### config.mk
export PLATFORM = sky130hd
export DESIGN_NAME = cache_sim_engine
export DESIGN_NICKNAME = d
export VERILOG_FILES = /design/src/rtl/cache_sim_pkg.sv /design/src/rtl/cache_lru_set.sv /design/src/rtl/cache_sim_engine.sv
export SDC_FILE = /design/constraint.sdc
export NUM_CORES = 2
export LEC_CHECK = 0
export ABC_AREA = 1
export CORE_MARGIN = 2
export CORE_UTILIZATION = 50
export CTS_CLUSTER_DIAMETER = 120
export DETAILED_ROUTE_END_ITERATION = 12
export PLACE_DENSITY = 0.75
export SYNTH_ARGS = -nofsm -noshare
export SYNTH_HDL_FRONTEND = slang
export SYNTH_SLANG_ARGS = --single-unit
export TNS_END_PERCENT = 5
### constraint.sdc
create_clock -name Clock_10 -period 5.85 [get_ports Clock_10]
set_input_delay 0.8775 -clock Clock_10 [delete_from_list [all_inputs] [get_ports Clock_10]]
set_output_delay 0.8775 -clock Clock_10 [all_outputs]
set_load 0.01 [all_outputs]
### src/rtl/cache_sim_pkg.sv
// Package for the cache simulator engine.
// Holds the FSM state encoding, the derived-width helpers used to size the
// tag/set/offset fields and LRU ages, and the saturating counter update.
package cache_sim_pkg;

   typedef enum logic [1:0] {
      IDLE   = 2'd0,
      LOOKUP = 2'd1,
      UPDATE = 2'd2,
      FLUSH  = 2'd3
   } state_t;

   function automatic int off_w(input int line_size);
      return $clog2(line_size);
   endfunction

   // A fully associative cache has a single set, so the index width is 0.
   function automatic int idx_w(input int sets);
      return $clog2(sets);
   endfunction

   function automatic int tag_w(input int addr_w, input int line_size, input int sets);
      return addr_w - off_w(line_size) - idx_w(sets);
   endfunction

   // A direct-mapped cache still keeps a 1-bit (constant 0) age field.
   function automatic int age_w(input int ways);
      return (ways > 1) ? $clog2(ways) : 1;
   endfunction

   // Adds inc to v and clamps the result at the all-ones value of a w-bit counter.
   function automatic logic [63:0] sat_inc(input logic [63:0] v, input logic [63:0] inc,
                                           input int w);
      logic [63:0] mask;
      logic [63:0] sum;
      mask = (w >= 64) ? '1 : ((64'd1 << w) - 64'd1);
      sum  = v + inc;
      if ((sum > mask) || (sum < v)) return mask;
      return sum;
   endfunction

endpackage

### src/rtl/cache_lru_set.sv
// True-LRU age update for one cache set (combinational).
// Ports:
//   age_in   per-way ages of the set (a permutation of 0..WAYS-1)
//   touch    way being hit or filled
//   age_out  ages after the touch: the touched way becomes the most recent
//            (WAYS-1), and every way that was younger moves down by one
//   victim   way whose age is 0 (least recently used)
module cache_lru_set #(
   parameter int WAYS  = 8,
   parameter int AGE_W = 3
) (
   input  logic [WAYS-1:0][AGE_W-1:0] age_in,
   input  logic [AGE_W-1:0]           touch,
   output logic [WAYS-1:0][AGE_W-1:0] age_out,
   output logic [AGE_W-1:0]           victim
);

   always_comb begin
      age_out = age_in;
      victim  = '0;
      for (int w = 0; w < WAYS; w++) begin
         if (age_in[w] == '0) victim = AGE_W'(w);
         if (age_in[w] > age_in[touch]) age_out[w] = age_in[w] - 1'b1;
      end
      age_out[touch] = AGE_W'(WAYS - 1);
   end

endmodule

### src/rtl/cache_sim_engine.sv
// Set-associative cache simulator: tags only, no data storage.
// Each accepted request is looked up and the cache state is updated. The
// result comes back on a response pulse 2 cycles after acceptance. Hit, miss
// and eviction counts are kept in saturating counters.
// Optional feature: define CACHE_SIM_WB_EN to track per-line dirty bits and
// count dirty evictions and dirty lines flushed on Writeback_10.
// Ports:
//   Clock_10, Reset_10            clock, async active-low reset
//   Req_Valid_10/Req_Ready_10     request handshake (ready only in IDLE without flush)
//   Req_Addr_10, Req_Write_10     byte address, store flag
//   Flush_10                      invalidate the whole cache, one set per cycle
//   Resp_Valid_10/Hit_10/Evict_10 per-request result pulse
//   Busy_10                       engine not idle
//   CacheHit_10, CacheMiss_10, Evict_10, Writeback_10   statistics
module cache_sim_engine
   import cache_sim_pkg::*;
#(
   parameter int ADDR_W     = 31,
   parameter int CACHE_SIZE = 1024,
   parameter int LINE_SIZE  = 32,
   parameter int WAYS       = 8,
   parameter int CNT_W      = 32
) (
   input  logic              Clock_10,
   input  logic              Reset_10,
   input  logic              Req_Valid_10,
   output logic              Req_Ready_10,
   input  logic [ADDR_W-1:0] Req_Addr_10,
   input  logic              Req_Write_10,
   input  logic              Flush_10,
   output logic              Resp_Valid_10,
   output logic              Resp_Hit_10,
   output logic              Resp_Evict_10,
   output logic              Busy_10,
   output logic [CNT_W-1:0]  CacheHit_10,
   output logic [CNT_W-1:0]  CacheMiss_10,
   output logic [CNT_W-1:0]  Evict_10,
   output logic [CNT_W-1:0]  Writeback_10
);

   localparam int LINES = CACHE_SIZE / LINE_SIZE;
   localparam int SETS  = LINES / WAYS;
   localparam int OFF_W = off_w(LINE_SIZE);
   localparam int IDX_W = idx_w(SETS);
   localparam int TAG_W = tag_w(ADDR_W, LINE_SIZE, SETS);
   localparam int AGE_W = age_w(WAYS);
   localparam int SET_W = (IDX_W > 0) ? IDX_W : 1;

   state_t                             state_q;
   logic [ADDR_W-1:0]                  addr_q;
   logic                               wr_q;
   logic [SET_W-1:0]                   flush_set_q;
   logic [SETS-1:0][WAYS-1:0]          valid_q;
   logic [SETS-1:0][WAYS-1:0][AGE_W-1:0] age_q;
   logic [TAG_W-1:0]                   tag_mem [SETS][WAYS];

   logic [TAG_W-1:0]                   req_tag;
   logic [SET_W-1:0]                   req_set;
   logic [WAYS-1:0]                    hit_vec;
   logic [AGE_W-1:0]                   hit_way;
   logic [AGE_W-1:0]                   victim;
   logic [AGE_W-1:0]                   touch;
   logic [WAYS-1:0][AGE_W-1:0]         age_new;
   logic                               hit;
   logic                               victim_valid;

   assign req_tag = addr_q[ADDR_W-1 -: TAG_W];
   generate
      if (IDX_W > 0) begin : g_idx
         assign req_set = addr_q[OFF_W +: IDX_W];
      end else begin : g_noidx
         assign req_set = '0;
      end
   endgenerate

   always_comb begin
      hit_vec = '0;
      hit_way = '0;
      for (int w = 0; w < WAYS; w++) begin
         if (valid_q[req_set][w] && (tag_mem[req_set][w] == req_tag)) begin
            hit_vec[w] = 1'b1;
            hit_way    = AGE_W'(w);
         end
      end
   end

   assign hit          = |hit_vec;
   assign touch        = hit ? hit_way : victim;
   assign victim_valid = valid_q[req_set][victim];

   cache_lru_set #(.WAYS(WAYS), .AGE_W(AGE_W)) u_lru (
      .age_in  (age_q[req_set]),
      .touch   (touch),
      .age_out (age_new),
      .victim  (victim)
   );

   assign Req_Ready_10 = (state_q == IDLE) && !Flush_10;
   assign Busy_10      = (state_q != IDLE);

   function automatic logic [CNT_W-1:0] bump(input logic [CNT_W-1:0] c, input logic [63:0] inc);
      logic [63:0] t;
      t = sat_inc(64'(c), inc, CNT_W);
      return t[CNT_W-1:0];
   endfunction

`ifdef CACHE_SIM_WB_EN
   logic [SETS-1:0][WAYS-1:0] dirty_q;
   logic [63:0]               flush_wb;
   logic                      victim_dirty;
   assign flush_wb     = 64'($countones(valid_q[flush_set_q] & dirty_q[flush_set_q]));
   assign victim_dirty = dirty_q[req_set][victim];
`endif

   // Tags carry no reset: valid bits qualify every read.
   always_ff @(posedge Clock_10) begin
      if ((state_q == LOOKUP) && !hit) tag_mem[req_set][victim] <= req_tag;
   end

   always_ff @(posedge Clock_10 or negedge Reset_10) begin
      if (!Reset_10) begin
         state_q       <= IDLE;
         addr_q        <= '0;
         wr_q          <= 1'b0;
         flush_set_q   <= '0;
         valid_q       <= '0;
         for (int s = 0; s < SETS; s++)
            for (int w = 0; w < WAYS; w++)
               age_q[s][w] <= AGE_W'(w);
         Resp_Valid_10 <= 1'b0;
         Resp_Hit_10   <= 1'b0;
         Resp_Evict_10 <= 1'b0;
         CacheHit_10   <= '0;
         CacheMiss_10  <= '0;
         Evict_10      <= '0;
         Writeback_10  <= '0;
`ifdef CACHE_SIM_WB_EN
         dirty_q       <= '0;
`endif
      end else begin
         Resp_Valid_10 <= 1'b0;
         Resp_Hit_10   <= 1'b0;
         Resp_Evict_10 <= 1'b0;
         case (state_q)
            IDLE: begin
               // Flush takes priority over a request in the same cycle.
               if (Flush_10) begin
                  state_q     <= FLUSH;
                  flush_set_q <= '0;
               end else if (Req_Valid_10) begin
                  addr_q  <= Req_Addr_10;
                  wr_q    <= Req_Write_10;
                  state_q <= LOOKUP;
               end
            end
            LOOKUP: begin
               // State and counters commit here so the response and the
               // updated statistics appear together in the UPDATE cycle.
               Resp_Valid_10  <= 1'b1;
               Resp_Hit_10    <= hit;
               Resp_Evict_10  <= !hit && victim_valid;
               age_q[req_set] <= age_new;
               if (hit) begin
                  CacheHit_10 <= bump(CacheHit_10, 64'd1);
`ifdef CACHE_SIM_WB_EN
                  if (wr_q) dirty_q[req_set][hit_way] <= 1'b1;
`endif
               end else begin
                  CacheMiss_10             <= bump(CacheMiss_10, 64'd1);
                  valid_q[req_set][victim] <= 1'b1;
                  if (victim_valid) Evict_10 <= bump(Evict_10, 64'd1);
`ifdef CACHE_SIM_WB_EN
                  dirty_q[req_set][victim] <= wr_q;
                  if (victim_valid && victim_dirty) Writeback_10 <= bump(Writeback_10, 64'd1);
`endif
               end
               state_q <= UPDATE;
            end
            UPDATE: state_q <= IDLE;
            FLUSH: begin
               valid_q[flush_set_q] <= '0;
               for (int w = 0; w < WAYS; w++)
                  age_q[flush_set_q][w] <= AGE_W'(w);
`ifdef CACHE_SIM_WB_EN
               dirty_q[flush_set_q] <= '0;
               Writeback_10         <= bump(Writeback_10, flush_wb);
`endif
               if (flush_set_q == SET_W'(SETS - 1)) state_q <= IDLE;
               else flush_set_q <= flush_set_q + 1'b1;
            end
            default: state_q <= IDLE;
         endcase
      end
   end

   // Offset bits are never examined; the store flag matters only with dirty tracking.
   logic unused_ok;
   assign unused_ok = &{1'b0, addr_q[OFF_W-1:0], wr_q};

endmodule

-- Word level (Yosys, flattened, before mapping)
Memory sizes are Yosys's and may differ from the RTL's.
Index checks and enable logic that the tools add are counted.
- flip-flop bits (word level): 262
- bits in latches: 0
- RAM bits: 768
- ROM bits: 0
- input port bits: 36
- output and inout port bits: 133
- word-level logic and storage cells: 266
- memories: 1
- memory list (name ; words ; width ; read ports ; clocked after memory_dff ; write ports ; RTL line ; source):
    tag_mem ; 4 ; 192 ; 1 ; 0 ; 1 ; cache_sim_engine.sv:55 ; logic [TAG_W-1:0] tag_mem [SETS][WAYS];
- $add $sub $neg: 12
- multiply operators: 0
- div/mod/pow operators: 0
- magnitude comparators: 24
- eq/ne operators: 17
- shift operators: 0
- multiplexer cells: 99
- bitwise operators: 28
- reductions and logical operators: 40
- operators by type and width (cell ; count):
    $demux 24 s2 ; 9
    $mux 32 ; 7
    $and 64x64->64 ; 3
    $eq 24x24->1 ; 8
    $mux 192 ; 1
    $not 64->64 ; 3
    $or 64x64->64 ; 3
    $pmux 96 s2 ; 1
    $and 32x32->32 ; 4
    $not 32->32 ; 4
    $or 32x32->32 ; 4
    $add 32x1->33 const B ; 3
    $gt 33x32->1 const B ; 3
    $lt 33x32->1 ; 3
    $and 96x96->96 ; 1
    $bwmux 96 ; 1
    $mux 24 ; 4
    $not 96->96 ; 1
    $or 96x96->96 ; 1
    $demux 24 s3 ; 1
    $mux 3 ; 22
    $pmux 32 s2 ; 1
    $bmux 24 s2 ; 1
    $demux 8 s2 ; 2
    41 further kinds ; 129

-- Longest topological paths before layout
- word-level depth: 19
- gate-level depth with buffers: 37
- gate-level depth less buffers: 34

-- Hierarchy
A second synthesis with hierarchy kept.
- cell total of the unflattened synthesis: 6209
- area total of the unflattened synthesis: 52575.4 sq um
- by module, submodules not included (module ; instances ; cells an instance ; area each (sq um) ; sequential area each (sq um)):
    cache_sim_engine ; 1 ; 5936 ; 50980.1 ; 29553.3
    cache_lru_set ; 1 ; 273 ; 1595.3 ; 0.0

-- Least setup slack after synthesis
OpenSTA, ideal clock, no wires.
- path kind: register to register
- start point: register addr_q[5]
- end point: register age_q[10] (netlist name)
- setup time: 0.073 ns
- data arrival time: 4.857 ns
- data required time: 5.777 ns
- setup slack: 0.920 ns
- cell stages (with the launch flop): 29
- buffers on the path: 4
- clock period less this slack: 4.930 ns
- cell sequence: dfrtp_1 -> buf_6 -> buf_6 -> nor2_2 -> buf_2 -> buf_1 -> a22oi_1 -> and2_1 -> ha_1 -> ha_1 -> nor2_1 -> inv_1 -> o21ai_0 -> nand3_1 -> nand2_1 -> nor2_1 -> nand3_1 -> o22ai_1 -> nor4_1 -> ha_1 -> inv_1 -> nor2_1 -> nor2_1 -> nand2_1 -> nand2_1 -> nand2_1 -> nand3_1 -> nand2_1 -> a21oi_1
- cells in the longest elaborated chain, start to end: 18
- elaborated cells between the ends (all ways): 70
- those cells by class: add/sub (1); order compare (5); eq/ne (8); mux (36); bitwise (1); reduce/logical (18); memory (1)
- RTL lines (element ; RTL line ; source):
    start, declared ; cache_sim_engine.sv:50 ; logic [ADDR_W-1:0] addr_q;
    start signal, assigned ; cache_sim_engine.sv:151 ; addr_q <= Req_Addr_10;
    $mem_v2 4x192 (tied with other cells) ; n/a ;
    $eq 24x24->1 (tied with other cells) ; cache_sim_engine.sv:80 ; if (valid_q[req_set][w] && (tag_mem[req_set][w] == req_tag)) begin
    $logic_and 1x1->1 / $logic_not 3->1 (equally long branches) ; cache_sim_engine.sv:80, cache_lru_set.sv:22 ;
    $mux 1 (on tied branches) ; cache_sim_engine.sv:80, cache_lru_set.sv:22 ;
    $mux 3 / $mux 2 (equally long branches) (2 in a row) ; cache_sim_engine.sv:80, cache_lru_set.sv:22 ;
    $mux 3 (on tied branches) (4 in a row) ; cache_sim_engine.sv:80, cache_lru_set.sv:22 ;
    $mux 3 ; cache_sim_engine.sv:88 ; assign touch = hit ? hit_way : victim;
    $bmux 3 s3 (tied with other cells) ; cache_lru_set.sv:23 ; if (age_in[w] > age_in[touch]) age_out[w] = age_in[w] - 1'b1;
    $mux 3 (implied by the code) / $logic_and 1x1->1 (equally long branches) ; cache_lru_set.sv:23, cache_lru_set.sv:25 ;
    $gt 3x3->1 / $mux 3 (equally long branches) ; cache_lru_set.sv:23, cache_lru_set.sv:25 ;
    $mux 3 / $demux 3 s3 (equally long branches) ; n/a ;
    $or 24x24->24 (no source line) ; n/a ;
    $bwmux 96 * ; cache_sim_engine.sv:162 ; age_q[req_set] <= age_new;
    $pmux 96 s2 * ; cache_sim_engine.sv:144 ; case (state_q)
    end signal, assigned by index ; cache_sim_engine.sv:129 ; age_q[s][w] <= AGE_W'(w);
    end signal, assigned by index ; cache_sim_engine.sv:162 ;
    end signal, assigned by index ; cache_sim_engine.sv:183 ; age_q[flush_set_q][w] <= AGE_W'(w);
    end, declared ; cache_sim_engine.sv:54 ; logic [SETS-1:0][WAYS-1:0][AGE_W-1:0] age_q;
Mark *: on every way between the ends. The rest lies on a longest branch, timed or not. The select of a mux whose other input is x is not followed.
A chain may end at the register's enable or synchronous reset.

-- Worst setup path after layout
- start point: register addr_q[5]
- end point: register age_q[20] (netlist name)
The elaborated chain is that of the path after synthesis.

==> Implementation_results.wiki <==
{| class="wikitable"
! Metric !! Value
|-
| Area growth, synth to finish || 12.69%
|-
| Startpoint of the lowest-slack register-to-register path || addr_q[5]
|-
| RR Endpoint || age_q[20]
|-
| Filler cells || between 8000 and 9000
|-
| Setup TNS after final layout || 0 ns
|-
| Crit Path Category || reg -> reg
|-
| Count leader, synth || nand2_1
|-
| Clock buffer count from CTS || approximately 110
|-
| Maximum clock frequency || around 180 MHz
|-
| Net count of the finished layout || 6374
|-
| Clock transition time at the flip-flop clock pins of the worst setup and hold paths || approximately 0.06 ns
|-
| Maximum number of pins on one net before global-route repair || between 150 and 200
|-
| Clock latency of the later-clocked register in the worst-skew pair || between 0.7 and 0.8 ns
|-
| Post-Syn Instances || ~6000
|-
| Root Driver || clkbuf_16
|-
| Post-synth top area cell || edfxtp_1
|-
| Setup violators final || 0
|-
| I/O Buffers || 130
|-
| Crit-path slowest cell || dfrtp_4
|-
| # H-tree levels || 3
|-
| Post-route fraction of the period consumed by the critical path || 0.9266
|-
| Number of slew-limit violations in the final report || 0
|-
| Initial core utilization || 0.5043
|-
| Final critical path time including I/O delays and setup || between 5 and 6 ns
|-
| Number of standard-cell rows in the floorplan || about 120
|-
| CTS tree || yes
|-
| Detailed-route via count || ~43000
|-
| Antenna Nets Post-Route || 0
|-
| Number of enable-type register cells in the synthesized netlist || between 700 and 800
|-
| Number of hold violations in the final report || 0
|-
| Average wire length per cell after detail routing || around 20 um
|-
| Storage element area || 29570 sq um
|-
| Finished Layout Cells || just under 8000
|-
| DPL Wire Length || 98450 um
|-
| Global-route wire length before repair || 238300 um
|-
| Detailed Routing Iterations Pass 1 || 6
|-
| Critical Path Most Common Cell || nand2_1
|-
| Die Ht || between 300 and 400 um
|-
| Critical path startpoint category || register
|-
| Via count of the first global-routing pass || between 40000 and 50000
|-
| Die Span X || 327.3 um
|-
| Floorplan core area || ~100000 sq um
|-
| Antenna violations before repair || 5
|-
| Clock Path Buffers || 3
|-
| Area fraction of the dominant cell type after synthesis || 0.4412
|-
| Remaining global-route overflow || 0
|-
| Top flip-flop cell by instance count after synthesis || edfxtp_1
|-
| Fraction of layout cells with a size suffix above 1 || 0.07333
|-
| # clock sinks || around 1000
|-
| I/O pin total || 169
|-
| DR iter-0 viols || approximately 5200
|-
| Overall track demand over capacity in global routing || 0.2882
|-
| Number of cells after detailed placement || about 7500
|-
| Category of the worst setup path capture point || register
|-
| Global placement routability congestion || 0.9698
|-
| Flops & latches, synth || between 1000 and 1500
|-
| Most common library cells after synthesis || nand2_1, edfxtp_1, nor2_1
|-
| Run status || finished, final reports clean
|-
| Biggest cell delay along the critical path || 0.59 ns
|-
| DRC Markers || 0
|-
| Worst R2R Setup Slack || 0.43 ns
|-
| Top post-synthesis cells by area || edfxtp_1, nand2_1, dfrtp_1
|-
| Kind of path behind the tightest hold check || in -> async
|-
| Vias per inst || between 5 and 6
|-
| Worst-case reg-to-reg path depth || 33
|-
| Yosys warning count || 32
|-
| Aggregate routed wire length || about 160000 um
|-
| CP Data Arrival Time || about 6.0 ns
|-
| Cell variety after synth || 65
|-
| Asr flop ratio synth || 0.2507
|-
| Data required, critical path || 6.46 ns
|-
| Avg Synthesized Cell Area || approximately 8.6 sq um
|-
| Max-cap violation count || 0
|-
| Post-synthesis sequential area ratio || 0.5654
|-
| Netlist Area Pre-Place || around 52000 sq um
|-
| Capturing instance or port of the critical path || age_q[20]
|-
| Setup repair after global routing missed its margin || no
|-
| Critical path startpoint || addr_q[5]
|-
| CP max FO || 12
|-
| Slew at the pin with the worst max-slew slack || about 1.3 ns
|-
| Worst relative slew slack || 0.1257
|-
| Multi-input gate area || ~20000 sq um
|-
| Worst Skew || around 0.055 ns
|-
| Area of the die || approximately 110000 sq um
|}
[final cells by class]
| class | count | share of cell area |
|---|---|---|
| clock inverter | 77 | 0.01128 |
| clock buffer | 122 | 0.04637 |
| antenna | 3 | 0.0001275 |
| sequential | 1025 | 0.5020 |
| tap | 1380 | 0.02931 |
| inverter | 430 | 0.02781 |
| timing repair buffer | 277 | 0.04387 |
| multi-input combinational | 4410 | 0.3393 |
[state kept, by name, summed over array words and instances, names as in the netlist]
name,flops
tag_mem,768
age_q,96
Evict_10,32
Resp_Hit_10,1
CacheMiss_10,32
Resp_Valid_10,1
CacheHit_10,32
Resp_Evict_10,1
valid_q,32
flush_set_q,2
addr_q,26
state_q,2
[through the flow]
stage               worst slack (ns)    util  hold slack (ns)  area (sq um)
floorplan                     0.9200       -           0.4479         52380
global placement              0.4043  0.5342           0.4631         55370
detailed placement            0.2816  0.5342           0.4659         55370
CTS                           0.2446  0.5670           0.1842         58760
global route                0.005688  0.5682           0.2221         58890
finish                        0.4295  0.5683           0.1511         58900
[placed cells by master (no fill, tap or decap), types with 7 or more instances in the layout]
master | synthesis | final
buf_4 | 62 | 132
xor2_1 | 21 | 21
a22oi_1 | 24 | 24
clkinv_2 | 0 | 29
xnor2_1 | 22 | 22
dfstp_2 | 48 | 48
o22a_1 | 31 | 31
nand2_1 | 2626 | 2623
nor2_2 | 5 | 41
nor4_1 | 64 | 60
o21ai_1 | 18 | 19
conb_1 | 1 | 32
dfrtp_1 | 209 | 203
buf_12 | 0 | 10
clkinvlp_4 | 0 | 9
nand4_1 | 96 | 96
a31oi_1 | 30 | 30
nor3_1 | 64 | 64
inv_1 | 401 | 400
nor2_1 | 508 | 470
o22ai_1 | 44 | 44
clkbuf_1 | 81 | 13
o21a_1 | 20 | 20
o21ai_0 | 105 | 104
ha_1 | 89 | 89
nand3b_1 | 7 | 7
edfxtp_1 | 768 | 768
clkbuf_16 | 0 | 106
clkinv_1 | 21 | 36
clkinv_4 | 0 | 8
o211ai_1 | 9 | 9
a21oi_1 | 190 | 190
clkdlybuf4s50_1 | 0 | 129
nand3_1 | 325 | 325
[how the worst min path moves through the flow]
stage,start,endpoint,slack (ns),cells past startpoint
after global placement,age_q[49],age_q[49],0.46,2
after floorplan,valid_q[27],valid_q[27],0.45,2
after CTS,Reset_10,Evict_10[16],0.18,1
after detailed placement,age_q[61],age_q[61],0.47,2
final,Reset_10,Evict_10[17],0.15,1
after global routing,Reset_10,Evict_10[17],0.22,1
[cell families (layout without fill, tap and decap cells)]
family                     count (synthesis)  after routing  share of synthesized area
and+or+nand+nor                         3741           3741                     0.2908
DFF                                     1025           1025                     0.5654
buffers and inverters                    691            906                    0.05738
AOI/OAI and AO/OA                        505            505                    0.05779
adders and majority gates                 89             89                    0.02131
xor gates and xnor gates                  43             43                   0.007205
other                                      1             35                 0.00007175
[layer usage]
layer | wire, um | global-route usage | vias up
met2 | 69920 | 0.4503 | 2114
li1 | - | - | 20420
met3 | 16540 | 0.05886 | 368
met5 | 31 | 0 | -
met1 | 63000 | 0.3921 | 20460
met4 | 6742 | 0.1232 | 6
[repair_timing]
action,CTS,global route
buffers inserted,0,5
hold buffers,0,0
resized for setup,0,19
endpoints found under the hold margin,0,0
endpoints found under the setup margin,0,160
[worst max-delay path, delay by kind of cell, from the launching register on]
family / cells / cell delay [ns]
adders and majority gates: 1 / 0.26
AOI/OAI and AO/OA: 2 / 0.26
DFF: 1 / 0.59
and+or+nand+nor: 25 / 3.26
buffers and inverters: 5 / 0.94
Power is not shown: default switching activity piles up to over one toggle a cycle in this logic, so the estimate is an artifact.
